`src/rtl/multicycle_ctrl_pkg.sv`:
```
// Shared definitions for the multi-cycle CPU control FSM:
// opcodes, function codes, state/class enums and select encodings.
package multicycle_ctrl_pkg;

    localparam logic [3:0] OP_RTYPE = 4'd15;
    localparam logic [3:0] OP_ADI   = 4'd4;
    localparam logic [3:0] OP_LHI   = 4'd6;
    localparam logic [3:0] OP_LWD   = 4'd7;
    localparam logic [3:0] OP_SWD   = 4'd8;
    localparam logic [3:0] OP_BNE   = 4'd0;
    localparam logic [3:0] OP_BEQ   = 4'd1;
    localparam logic [3:0] OP_JMP   = 4'd9;

    localparam logic [5:0] FN_ADD = 6'd0;
    localparam logic [5:0] FN_HLT = 6'd28;

    localparam logic [1:0] PC_SRC_INC = 2'd0;
    localparam logic [1:0] PC_SRC_BR  = 2'd1;
    localparam logic [1:0] PC_SRC_JMP = 2'd2;

    localparam logic [1:0] SRCB_RT   = 2'd0;
    localparam logic [1:0] SRCB_ONE  = 2'd1;
    localparam logic [1:0] SRCB_SEXT = 2'd2;
    localparam logic [1:0] SRCB_ZEXT = 2'd3;

    typedef enum logic [2:0] {
        S_IF,
        S_ID,
        S_EX,
        S_MEM,
        S_WB,
        S_HALT
    } state_t;

    typedef enum logic [2:0] {
        CL_ALU,
        CL_IMM,
        CL_LOAD,
        CL_STORE,
        CL_BRANCH,
        CL_JUMP,
        CL_HALT,
        CL_NOP
    } inst_class_t;

endpackage

```
`src/rtl/mc_inst_class.sv`:
```
// Instruction classifier: maps opcode/func to an instruction class.
// Ports: opcode[3:0], func[5:0] in; cls (inst_class_t) out.
module mc_inst_class
    import multicycle_ctrl_pkg::*;
(
    input  logic [3:0]  opcode,
    input  logic [5:0]  func,
    output inst_class_t cls
);

    always_comb begin
        cls = CL_NOP;
        case (opcode)
            OP_RTYPE: cls = (func == FN_HLT) ? CL_HALT : CL_ALU;
            OP_ADI,
            OP_LHI:   cls = CL_IMM;
            OP_LWD:   cls = CL_LOAD;
            OP_SWD:   cls = CL_STORE;
            OP_BNE,
            OP_BEQ:   cls = CL_BRANCH;
            OP_JMP:   cls = CL_JUMP;
            default:  cls = CL_NOP;
        endcase
    end

endmodule

```
`src/rtl/multicycle_ctrl.sv`:
```
// Main control FSM for the multi-cycle 16-bit CPU (IF/ID/EX/MEM/WB/HALT).
// Ports: clk, reset_n, opcode, func, bcond, mem_ack in; memory, PC, ALU,
// register-file controls, halted and inst_retired counter out.
module multicycle_ctrl
    import multicycle_ctrl_pkg::*;
#(
    parameter int CNT_W = 16
) (
    input  logic             clk,
    input  logic             reset_n,
    input  logic [3:0]       opcode,
    input  logic [5:0]       func,
    input  logic             bcond,
    input  logic             mem_ack,
    output logic             mem_req,
    output logic             mem_we,
    output logic             mem_addr_sel,
    output logic             ir_write,
    output logic             pc_write,
    output logic [1:0]       pc_src,
    output logic             alu_op,
    output logic             alu_src_a,
    output logic [1:0]       alu_src_b,
    output logic             reg_write,
    output logic             reg_dst,
    output logic             wb_sel,
    output logic             halted,
    output logic [CNT_W-1:0] inst_retired
);

    state_t      state;
    state_t      state_nxt;
    inst_class_t cls;
    logic        retire;

    mc_inst_class u_cls (
        .opcode (opcode),
        .func   (func),
        .cls    (cls)
    );

    always_ff @(posedge clk or negedge reset_n) begin
        if (!reset_n) begin
            state <= S_IF;
        end else begin
            state <= state_nxt;
        end
    end

    always_ff @(posedge clk or negedge reset_n) begin
        if (!reset_n) begin
            inst_retired <= '0;
        end else if (retire) begin
            inst_retired <= inst_retired + CNT_W'(1);
        end
    end

    // Outputs are gated by reset_n so an in-flight request drops
    // asynchronously, without waiting for a clock edge.
    always_comb begin
        state_nxt    = state;
        retire       = 1'b0;
        mem_req      = 1'b0;
        mem_we       = 1'b0;
        mem_addr_sel = 1'b0;
        ir_write     = 1'b0;
        pc_write     = 1'b0;
        pc_src       = PC_SRC_INC;
        alu_op       = 1'b0;
        alu_src_a    = 1'b0;
        alu_src_b    = SRCB_RT;
        reg_write    = 1'b0;
        reg_dst      = 1'b0;
        wb_sel       = 1'b0;
        halted       = 1'b0;
        if (reset_n) begin
            case (state)
                S_IF: begin
                    mem_req   = 1'b1;
                    alu_src_b = SRCB_ONE;
                    if (mem_ack) begin
                        ir_write  = 1'b1;
                        pc_write  = 1'b1;
                        pc_src    = PC_SRC_INC;
                        state_nxt = S_ID;
                    end
                end
                S_ID: begin
                    alu_src_b = SRCB_SEXT;
                    case (cls)
                        CL_HALT: state_nxt = S_HALT;
                        CL_NOP: begin
                            retire    = 1'b1;
                            state_nxt = S_IF;
                        end
                        default: state_nxt = S_EX;
                    endcase
                end
                S_EX: begin
                    case (cls)
                        CL_ALU: begin
                            alu_op    = 1'b1;
                            alu_src_a = 1'b1;
                            alu_src_b = SRCB_RT;
                            state_nxt = S_WB;
                        end
                        CL_IMM: begin
                            alu_op    = 1'b1;
                            alu_src_a = 1'b1;
                            alu_src_b = (opcode == OP_LHI) ? SRCB_ZEXT : SRCB_SEXT;
                            state_nxt = S_WB;
                        end
                        CL_LOAD,
                        CL_STORE: begin
                            alu_src_a = 1'b1;
                            alu_src_b = SRCB_SEXT;
                            state_nxt = S_MEM;
                        end
                        CL_BRANCH: begin
                            alu_op    = 1'b1;
                            alu_src_a = 1'b1;
                            alu_src_b = SRCB_RT;
                            pc_write  = bcond;
                            pc_src    = PC_SRC_BR;
                            retire    = 1'b1;
                            state_nxt = S_IF;
                        end
                        CL_JUMP: begin
                            pc_write  = 1'b1;
                            pc_src    = PC_SRC_JMP;
                            retire    = 1'b1;
                            state_nxt = S_IF;
                        end
                        default: state_nxt = S_IF;
                    endcase
                end
                S_MEM: begin
                    mem_req      = 1'b1;
                    mem_addr_sel = 1'b1;
                    mem_we       = (opcode == OP_SWD);
                    if (mem_ack) begin
                        if (cls == CL_STORE) begin
                            retire    = 1'b1;
                            state_nxt = S_IF;
                        end else begin
                            state_nxt = S_WB;
                        end
                    end
                end
                S_WB: begin
                    reg_write = 1'b1;
                    reg_dst   = (cls == CL_ALU);
                    wb_sel    = (cls == CL_LOAD);
                    retire    = 1'b1;
                    state_nxt = S_IF;
                end
                S_HALT: begin
                    halted = 1'b1;
                end
                default: state_nxt = S_IF;
            endcase
        end
    end

endmodule

```
`config.mk`:
```
export PLATFORM = sky130hd
export DESIGN_NAME = multicycle_ctrl
export DESIGN_NICKNAME = d
export VERILOG_FILES = /design/src/rtl/multicycle_ctrl_pkg.sv /design/src/rtl/mc_inst_class.sv /design/src/rtl/multicycle_ctrl.sv
export SDC_FILE = /design/constraint.sdc
export NUM_CORES = 1
export LEC_CHECK = 0
export BUFFER_PORTS_ARGS = -buffer_cell sky130_fd_sc_hd__buf_2
export CORE_UTILIZATION = 50
export CTS_CLUSTER_SIZE = 12
export DETAILED_ROUTE_END_ITERATION = 7
export GPL_TIMING_DRIVEN = 0
export PLACE_DENSITY = 0.87
export SLEW_MARGIN = 20
export SYNTH_ARGS = -nofsm -noshare
export SYNTH_HDL_FRONTEND = slang
export SYNTH_SLANG_ARGS = --single-unit
export TNS_END_PERCENT = 5
```
`constraint.sdc`:
```
create_clock -name clk -period 4.2 [get_ports clk]
set_input_delay 0.21 -clock clk [delete_from_list [all_inputs] [get_ports clk]]
set_output_delay 0.21 -clock clk [all_outputs]
set_load 0.01 [all_outputs]
```
==> results of run 1 <==
-- cell usage after synthesis, types with 2 or more instances --
library cell   n  area share [%]
dfrtp_1       19              33
nor2_1        15             3.9
nor2b_1        3             1.3
nand4_1        2            0.87
nor3_1         8             2.8
inv_1          4             1.0
o22ai_1        2            0.87
nor3b_1        2             1.0
nor4_4         2             3.0
buf_2          3             1.0
clkbuf_1       6             1.6
nand2b_1       6             2.6
and3_1         4             1.7
o21ai_0        6             2.1
xnor2_1        2             1.2
a21oi_1        7             2.4
nand4b_1       2             1.2
nand2_1       20             5.2
nand3_1        8             2.8
o21a_1         3             1.6
nor4_1         4             1.7
nor4b_2        2             2.1
xor2_1        14             8.6
-- worst reg2reg max path: cells and delay by family (launching register included) --
family                 cells  cell delay (ps)
buffers and inverters      2              530
flip-flops                 1              440
AO/OA/AOI/OAI              1              120
XOR/XNOR                   1              170
AND/OR/NAND/NOR            2              570
-- flip-flops by register name, indices dropped and copies added, names as in the netlist --
register / cells
state: 3
inst_retired: 16
-- kinds of logic after synthesis --
group / Yosys count
mux: 2
flops: 19
xor+xnor: 16
buf+inv: 14
simple gates: 88
compound gates: 27
fa+ha+maj: 1
-- layout make-up --
class                      count  area, µm²
fill                         236       1005
clock buffer                   4      26.28
multi-input combinational    134      894.6
inverter                       4      15.01
tap                           31      38.79
timing repair buffer          45      230.2
sequential                    19      475.5
buffer                        10      48.80
-- report_power, final --
part	leakage [µW]	internal, µW	switching (µW)
Sequential	0.000249	216	39.5
Clock	0.0000150	37.1	56.3
Combinational	0.000627	165	240
Total	0.000891	419	336
-- path summary, 6_finish.rpt --
path                             startpoint               end  slack, ps  cells after the start
hold / removal                      func[1]          state[0]        370                      4
setup reg to reg                   state[2]  inst_retired[10]       2310                      6
max in group asynchronous           reset_n   inst_retired[2]       3450                      2
hold reg to reg            inst_retired[15]  inst_retired[15]        490                      1
min in group asynchronous           reset_n  inst_retired[15]        400                      2
setup / recovery                    reset_n         pc_src[1]       1900                      7
-- routing by layer --
metal	global-route usage [%]	vias up
met4	4.286	0
met3	4.684	4
li1	-	699
met1	30.70	672
met5	0	-
met2	35.11	48
-- stage by stage --
step	instances	hold WS (ps)	total power (µW)
2_1_floorplan	167	-85.59	551.1
3_3_place_gp	242	214.7	651.5
3_5_place_dp	242	217.7	663.0
4_1_cts	247	354.1	759.0
5_1_grt	247	388.3	814.5
6_report	247	366.0	754.9
-- timing repair --
action	4_1_cts	5_1_grt
gates resized for setup	0	0
hold endpoints to repair	19	0
hold buffers	1	0
==> results.cfg, run 1 <==
[status]
status = completed

[timing]
finClkSkew_ps = 2.240
final-setup-viol-count = 0
fmax_mhz = 435.1
min_period_ps = 2298
slew_viol_final = 0
setup_slack_ps = 1902
slew_headroom_pct = 65.54
finalHoldViolations = 0
worstMarginPinSlew_ps = 516.9
setup_tns_ps = 0
fin_crit_sh_pct = 54.72
rsz0062_at_grt = no

[setup_path]
critPathMaxFanout = 27
crit_path_cell_trace = dlygate4sd3_1, buf_2, nand2_1, nor3_1, nand2_1, nor2_1, buf_2
critPathMaxStageDelay_ps = 520
critPathTopFamily = buffers and inverters
crit_buf_inv = 3
worstPathRequired_ps = 3990
crit_type = primary input to primary output
end_kind = primary output
startpoint_type = primary input
cp_slowest_cell = dlygate4sd3_1
arrival_ps = 2090

[floorplanning]
die_area_um2 = 3086
start_util_pct = 52.45
die_h_um = 55.55
io_pins = 45
fp.dieW_um = 55.55
coreArea_um2 = 2734
rows = 19

[clock_tree]
htreeDepth = 1
clk_pin_slew_worst_paths_ps = 100
cts_made_buffers = 3
clock-root-buffer = clkbuf_4
cts_buffer_depth = 2
cts_setup_buffers = 0
cts_tree = yes
clock-sinks = 19
worstSkewPairLatency_ps = 300

[yosys]
synth_mux_area_share_pct = 1.832
async_flop_share_pct = 100.0
synth_area_per_cell_um2 = 8.586
synth_xor_area_share_pct = 9.773
yosysSeqAreaShare_pct = 33.16
ys.warnings.count = 0
synth_fa_ha_area_share_pct = 0.8726
synth_area_um2 = 1434
synth_nets = 182
synth_seq_cells = 19
synth-main-ff-cell = dfrtp_1
synth_edf_count = 0
synth_compound_area_share_pct = 12.91
yosys.area_share.simple_pct = 37.00
syn_inst = 167
synth.distinct_cells = 46
synth_top_family_by_area = simple AND/OR/NAND/NOR gates

[placed_design]
placed_area_um2 = 1693
numPortBuffers = 44
pre_cts_slack_ps = 2279
place_hpwl_um = 2384
place.gp.congestion = 0.8914

[global_routing]
grt_pass1_wl_um = 5568
gr-total-overflow = 0
grt_pass1_vias = 1251
grt_usage_pct = 21.88
grt_max_degree = 28
antenna_found_initial = 0

[min_path]
hold_path_class = primary input to flip-flop

[final_layout]
final_cell_mix = buf_2, nand2_1, dfrtp_1, nor2_1, xor2_1
diodes = 0
area_growth_pct = 20.59
fin_area_um2 = 1729
layout_commonest_cell = buf_2
nets = 232
drive_gt1_share_pct = 28.70
fin_util_pct = 63.25

[route]
via_per_inst = 5.761
met3WireLength_um = 203
firstDrtPassIters = 4
route.top_layer_used = met4
postRouteAntennaNets = 0
drtIter0Drc = 52
drc_errors = 0
wl_per_cell_um = 12.69
wl_met2_um = 1490
wl_met1_um = 1429
drt-total-wl_um = 3134
vias = 1423

[pwr]
powerDensity_nw_per_um2 = 436.6
power_leakage_uw = 0.0008906
ir_drop_v = 0.0004350

[run]
maxCapViolCount = 0
No activity file was read; power rests on OpenSTA's default activity.
==> inputs of run 2 (changes only) <==
- CORE_UTILIZATION: 50 -> 46
- PLACE_DENSITY: 0.87 -> 0.85
- clock period: 4.2 -> 2 ns (I/O delays scaled with it)
==> results.cfg, run 2 (synthesized netlist as in run 1, its figures left out) <==
[setup_path]
cp_slowest_cell = dfrtp_1
startpoint_type = flip-flop
crit_start = state[2]
crit_buf_inv = 2
critPathTopFamily = buffers and inverters
worstPathRequired_ps = 2170
end_kind = flip-flop
critPathMaxFanout = 10
crit_path_cell_trace = clkbuf_1, o21ai_0, nand3_1, buf_2, nor3_1, xor2_1
crit_type = flip-flop to flip-flop
rr_startpoint = state[2]
critPathMaxStageDelay_ps = 460
arrival_ps = 2110

[run]
maxCapViolCount = 0

[timing]
final-setup-viol-count = 0
fmax_mhz = 515.7
finalHoldViolations = 0
slew_headroom_pct = 45.34
fin_crit_sh_pct = 96.95
whs_ps = 172.9
slew_viol_final = 0
rsz0062_at_grt = yes
finClkSkew_ps = 4.329
worstMarginPinSlew_ps = 817.2
min_period_ps = 1939

[route]
via_per_inst = 5.611
drc_errors = 3
vias = 1386
firstDrtPassIters = 6
route.top_layer_used = met4
postRouteAntennaNets = 0
wl_met1_um = 1435
drtIter0Drc = 64
wl_met2_um = 1615
wl_per_cell_um = 12.94
met3WireLength_um = 122
drt-total-wl_um = 3197

[final_layout]
area_growth_pct = 21.55
layout_commonest_cell = buf_2
drive_gt1_share_pct = 30.56
reg.largest.list = inst_retired: 16 flops, state: 3 flops
multi_input_comb_area_um2 = 905.9
diodes = 0
fillers = 252
final_cell_mix = buf_2, nand2_1, dfrtp_1, nor2_1, xor2_1
largest_register_ffs = 16
nets = 232
area.sequential_um2 = 476.7
regMostFlops = inst_retired
fin_area_um2 = 1743

[global_routing]
grt_pass1_vias = 1254
gr-total-overflow = 0
grt_pass1_wl_um = 5388
grt_max_degree = 20
grt_usage_pct = 20.04
antenna_found_initial = 0

[floorplanning]
die_h_um = 57.83
fp.dieW_um = 57.83
rows = 19
start_util_pct = 50.26
io_pins = 45
die_area_um2 = 3344
coreArea_um2 = 2853

[clock_tree]
cts_tree = yes
clk_pin_slew_worst_paths_ps = 110
worstSkewPairLatency_ps = 290
cts_made_buffers = 3
clock-sinks = 19
htreeDepth = 1
clock-root-buffer = clkbuf_4
cts_buffer_depth = 2

[status]
violations = DRC
status = finished with violations

[pwr]
powerDensity_nw_per_um2 = 911.1
ir_drop_v = 0.0004726
power_leakage_uw = 0.0008941
fin_total_pwr_uw = 1588

[min_path]
holdCritStartpoint = reset_n
hold_path_class = primary input to flip-flop

[placed_design]
place.gp.congestion = 0.9069
placed_area_um2 = 1693
place_hpwl_um = 2395
numPortBuffers = 44
## run 2: changes by cell type in the layout (fill, tap and decap cells not counted), sizes merged
cell and change:
buf +1, clkbuf -2, clkinv +1
## run 2: stage by stage
| step | util [%] | cells | setup WS, ps | setup TNS [ps] |
|---|---|---|---|---|
| after floorplan | - | 167 | 292.8 | 0 |
| after global placement | 59.34 | 242 | 109.6 | 0 |
| after detailed placement | 59.34 | 242 | 60.93 | 0 |
| after CTS | 60.66 | 247 | 42.75 | 0 |
| after global routing | 61.10 | 247 | -87.81 | -481.2 |
| final | 61.10 | 247 | 61.03 | 0 |
## run 2: repair_timing
| action | CTS | global route |
|---|---|---|
| resized for setup | 0 | 4 |
| endpoints found under the hold margin | 19 | 0 |
| hold buffers | 1 | 0 |
| setup endpoints to repair | 0 | 13 |
| setup buffers | 0 | 0 |
## run 2: final timing paths
kind / to / slack, ps / cells after the start
max in group asynchronous: state[0] / 880 / 2
max: inst_retired[3] / 60 / 6
max reg2reg: inst_retired[3] / 60 / 6
min: state[2] / 170 / 3
min in group asynchronous: inst_retired[7] / 570 / 2
min reg2reg: inst_retired[15] / 470 / 1
## run 2: area by class of cell
cell class,instances,area share [%]
flip-flops and latches,19,27.35
clock buffers,3,1.292
multi-input cells,134,51.97
inverters,4,0.8615
plain buffers,10,2.800
clock inverters,1,0.2872
repair buffers,45,13.21
well taps,31,2.225
## run 2: layer usage
layer	GRT usage, %	vias to the layer above
li1	-	696
met1	26.69	650
met2	34.81	38
met3	2.232	2
met4	4.762	0
met5	0	-
## run 2: worst min-delay path: stages
cell,delay (ps)
buf_2,160
nand2_1,90
o21ai_0,80
## run 2: where the power goes
group,total [µW],leakage [µW],internal [µW],switching (µW)
logic,853,0.000628,348,505
clock network,189,0.0000177,74.3,115
registers,546,0.000248,456,90.4
total,1590,0.000894,878,710
